===== src/rtl/if_id_buffer.sv =====
// Fetch/decode pipeline register; pairs opcode words with their trailing immediate word.
// Latency: 1 cycle after the plain word, or 1 cycle after the immediate word.
// Backpressure: stall freezes all state and outputs; flush overrides stall and injects a bubble.
module if_id_buffer #(
    parameter int                  INSTR_W      = 16,
    parameter int                  PC_W         = 32,
    parameter logic [INSTR_W-1:0]  NOP_OPCODE   = 16'h4000,
    parameter int                  IMM_FLAG_BIT = 13
) (
    input  logic               clk,
    input  logic               reset_n,
    input  logic [INSTR_W-1:0] if_instruction,
    input  logic [PC_W-1:0]    if_pc_plus_one,
    input  logic               if_valid,
    input  logic               stall,
    input  logic               flush,
    output logic [INSTR_W-1:0] id_instruction,
    output logic [INSTR_W-1:0] id_immediate,
    output logic [PC_W-1:0]    id_pc_plus_one,
    output logic               id_has_imm,
    output logic               id_valid,
    output logic               imm_pending
);

    typedef enum logic {
        S_OP  = 1'b0,
        S_IMM = 1'b1
    } state_t;

    state_t             state_q, state_d;
    logic [INSTR_W-1:0] pend_instr_q, pend_instr_d;

    logic [INSTR_W-1:0] instr_d;
    logic [INSTR_W-1:0] imm_d;
    logic [PC_W-1:0]    pc_d;
    logic               has_imm_d;
    logic               valid_d;

    assign imm_pending = (state_q == S_IMM);

    // Next-state and next-output decode; bubble values are the defaults so the
    // undefined fetch pc+1 never reaches decode on a non-instruction cycle.
    always_comb begin
        state_d      = state_q;
        pend_instr_d = pend_instr_q;
        instr_d      = NOP_OPCODE;
        imm_d        = '0;
        pc_d         = '0;
        has_imm_d    = 1'b0;
        valid_d      = 1'b0;
        case (state_q)
            S_OP: begin
                if (if_valid && (if_instruction != NOP_OPCODE)) begin
                    if (if_instruction[IMM_FLAG_BIT]) begin
                        pend_instr_d = if_instruction;
                        state_d      = S_IMM;
                    end else begin
                        instr_d = if_instruction;
                        pc_d    = if_pc_plus_one;
                        valid_d = 1'b1;
                    end
                end
            end
            S_IMM: begin
                // The immediate word is raw data: flag bit and NOP encoding are not inspected.
                if (if_valid) begin
                    instr_d   = pend_instr_q;
                    imm_d     = if_instruction;
                    pc_d      = if_pc_plus_one;
                    has_imm_d = 1'b1;
                    valid_d   = 1'b1;
                    state_d   = S_OP;
                end
            end
            default: begin
                state_d = S_OP;
            end
        endcase
    end

    // FSM state and pending opcode: flush drops the pending opcode, stall holds it.
    always_ff @(posedge clk or negedge reset_n) begin
        if (!reset_n) begin
            state_q      <= S_OP;
            pend_instr_q <= '0;
        end else if (flush) begin
            state_q      <= S_OP;
            pend_instr_q <= '0;
        end else if (!stall) begin
            state_q      <= state_d;
            pend_instr_q <= pend_instr_d;
        end
    end

    // Decode slot registers: flush loads a bubble, stall holds the current slot.
    always_ff @(posedge clk or negedge reset_n) begin
        if (!reset_n) begin
            id_instruction <= NOP_OPCODE;
            id_immediate   <= '0;
            id_pc_plus_one <= '0;
            id_has_imm     <= 1'b0;
            id_valid       <= 1'b0;
        end else if (flush) begin
            id_instruction <= NOP_OPCODE;
            id_immediate   <= '0;
            id_pc_plus_one <= '0;
            id_has_imm     <= 1'b0;
            id_valid       <= 1'b0;
        end else if (!stall) begin
            id_instruction <= instr_d;
            id_immediate   <= imm_d;
            id_pc_plus_one <= pc_d;
            id_has_imm     <= has_imm_d;
            id_valid       <= valid_d;
        end
    end

endmodule


===== config.mk =====
export PLATFORM = sky130hd
export DESIGN_NAME = if_id_buffer
export DESIGN_NICKNAME = d
export VERILOG_FILES = /design/src/rtl/if_id_buffer.sv
export SDC_FILE = /design/constraint.sdc
export NUM_CORES = 1
export LEC_CHECK = 0
export CAP_MARGIN = 20
export CORE_UTILIZATION = 30
export CTS_CLUSTER_SIZE = 10
export DETAILED_ROUTE_END_ITERATION = 8
export PLACE_DENSITY = 0.65
export SLEW_MARGIN = 0
export SYNTH_ARGS = -nofsm -noshare
export SYNTH_HDL_FRONTEND = slang
export SYNTH_SLANG_ARGS = --single-unit

===== constraint.sdc =====
create_clock -name clk -period 1.6 [get_ports clk]
set_input_delay 0.32 -clock clk [delete_from_list [all_inputs] [get_ports clk]]
set_output_delay 0.32 -clock clk [all_outputs]
set_load 0.03 [all_outputs]

==> results.md <==
* Outcome: finished clean
* Ys Warns at 0
* Die Y at 116 um
* Adder-Cell Fraction of Synth Area at 0
* Post-Place Cell Area at around 5600 sq um
* H-tree depth at 3
* Slack of the critical path at between 0.05 and 0.06 ns
* DP HPWL at between 7000 and 8000 um
* Starting Density at 0.309
* Share of layout cells above drive strength 1 at 0.314
* # rows at around 40
* Antenna violations before repair at 1
* Ant diodes at 0
* Worst reg-to-reg path cell count at 4
* Area fraction of the dominant cell type after synthesis at 0.524
* Number of flops mapped to enable cells by yosys at 0
* Area Overhead vs Synth at 49.8%
* RSZ-0062 raised after global routing: true
* Fin. Hold Viols at 0
* CTS Buf Count at 9
* Crit Path Class: primary input to flip-flop
* Max_cap viols at 0
* Most frequent cell after synthesis: dfrtp_1
* Post-synth ARST share at 1.00
* Final Total Pwr at between 5 and 6 mW
* Yosys top cell by area: dfrtp_1
* Mapped Cells at between 300 and 400
* Post-synthesis mux area share at 0
* Distinct cell type count after synthesis at 32
* Detail Route Antenna Nets at 0
* Max IR drop VDD at a little under 0.0004 V
* Die X at around 120 um
* Period Utilization, post-route at 0.968
* Wire per inst at 16.2 um
* Crit path launch type: primary input
* Power per cell area at between 800 and 900 nW/um^2
* First-pass GRT wire length at 17100 um
* Via count at around 3200
* Die area at between 10000 and 15000 sq um
* Clock-pin slew on the worst setup and hold paths at around 0.060 ns
* Hold Path Depth at 3
* Largest family of logic cells by synthesized area: compound AO/OA/AOI/OAI gates
* Final setup fails at 0
* Gr ovfl total at 0
* # DRC at 0
* CTS Sinks at slightly above 80
* Clock Latency Late Sink at 0.34 ns
* Critical path arrival at between 1.5 and 2 ns
* Achievable Freq at between 0.6 and 0.7 GHz
* Port bufs at around 120
* Sequential area share after synthesis at 0.531
* Worst hold path class: primary input to flip-flop
* Synth Area in Compound Gates at 0.294
* I/O Pins at between 100 and 150
* Initial drt markers at 109
* Final Skew at around 0.0066 ns
* CTS Root Cell: clkbuf_16
* Post-route cell area at around 5900 sq um
* Fillcell total at roughly 1200
* CTS tree: yes
* Core region area at around 13000 sq um
* Avg Cell Area, Syn at ~11 sq um
* Slew Viols, Final at 0
* Layout Nets at ~540
* Drt pass-1 iters at 4
* Xor/xnor cell area share of the yosys netlist at 0
* Synthesized area at about 4000 sq um
* Synth Net Count at between 300 and 400
* Main flop type after synthesis: dfrtp_1
* Min Tclk post-route at ~1.5 ns
* GP Congestion at 0.748
* Pre-CTS WS at -0.518 ns
* Largest net degree at the start of global routing at 84
* Setup TNS Final at 0 ns
* Max Buffers Root-to-Sink at 2
* Critical Path End Type: flip-flop
* DR vias/cell at just under 5
* Critical path required time at between 1.5 and 2 ns
* Post-Synth Simple-Gate Area at 0.101
* Synth top cells by count: 82 x dfrtp_1, 63 x nand2_1, 31 x a21oi_2, 30 x o211ai_2, 18 x a21oi_1
* Routed wire length at approximately 11000 um
* Vias in the first global route at between 3000 and 4000
* Critical Path Fanout Max at 8
* Slew @ Worst Pin at 0.538 ns
* FF+latch count, synth at between 80 and 90
* Leakage power at ~2.8 nW
* Slew HR at 0.642
* Global-route usage over all layers at 0.169
* Top post-synthesis cells by area: dfrtp_1 52%, o211ai_2 9.6%, a21oi_2 6.9%, nand2_1 6.0%, a22o_1 3.8%
==> repair_timing <==
item,in CTS,in global routing
endpoints found under the hold margin,0,2
pin swaps,5,8
setup buffers,3,0
hold buffers,0,1
setup endpoints to repair,111,34
cloned,2,0
gates resized for setup,84,9
==> routing by layer <==
layer	global-route usage	vias to the layer above	part of all wire
met4	0.0761	0	0.019
met5	0	-	0
met3	0.0509	15	0.072
li1	-	1503	-
met2	0.272	107	0.47
met1	0.209	1580	0.44
==> placed cells by master (no fill, tap or decap), types with 14 or more instances in the layout <==
master / n
o211ai_2: 29
inv_1: 15
buf_4: 40
dlygate4sd2_1: 75
a22o_1: 17
nand2_1: 63
a21oi_1: 18
a22oi_1: 14
dfrtp_1: 81
clkdlybuf4s50_1: 34
a21oi_2: 31
==> kinds of logic after synthesis <==
group | count (synthesis)
buffers and inverters | 48
AND/OR/NAND/NOR | 80
flip-flops | 83
AO/OA/AOI/OAI | 130
==> flip-flops by register name, summed over array words and instances, names as in the netlist <==
name / cells
id_instruction: 16
imm_pending: 1
id_valid: 1
id_immediate: 16
id_has_imm: 1
pend_instr_q: 16
id_pc_plus_one: 32
==> worst paths after layout <==
| path | endpoint | slack, ns | from |
|---|---|---|---|
| worst min-delay path | id_immediate[8] | 0.37 | if_instruction[8] |
| worst min register to register | id_has_imm | 0.48 | id_has_imm |
| worst max register to register | id_pc_plus_one[0] | 0.23 | imm_pending |
| max in group asynchronous | id_instruction[14] | 0.65 | reset_n |
| worst max-delay path | id_pc_plus_one[26] | 0.05 | if_instruction[12] |
| min in group asynchronous | id_pc_plus_one[12] | 0.50 | reset_n |
==> critical path, stage by stage <==
cell and delay [ns]:
dlygate4sd2_1 0.26, nor4_2 0.27, buf_4 0.16, a41oi_4 0.17, buf_6 0.17, buf_12 0.13
o211ai_4 0.18, a21oi_2 0.07
==> through the flow <==
stage	util	cells	hold WS, ns
2_1_floorplan	-	341	0.0244
3_3_place_gp	0.439	645	0.390
3_5_place_dp	0.439	645	0.394
4_1_cts	0.463	666	0.0150
5_1_grt	0.463	666	0.383
6_report	0.463	666	0.365
==> power breakdown <==
group | switching, mW | internal [mW]
registers | 0.0344 | 2.16
clock network | 0.912 | 1.22
logic | 0.425 | 0.330
==> area by class of cell <==
cell class | count | area (sq um) | share of cell area
Clock buffer | 9 | 225 | 0.0384
Sequential cell | 83 | 2080 | 0.354
Multi-Input combinational cell | 210 | 1600 | 0.272
Clock inverter | 7 | 75.1 | 0.0128
Inverter | 15 | 56.3 | 0.00959
Tap cell | 172 | 215 | 0.0367
Timing Repair Buffer | 170 | 1620 | 0.276
Power figures use the tool's default switching activity.
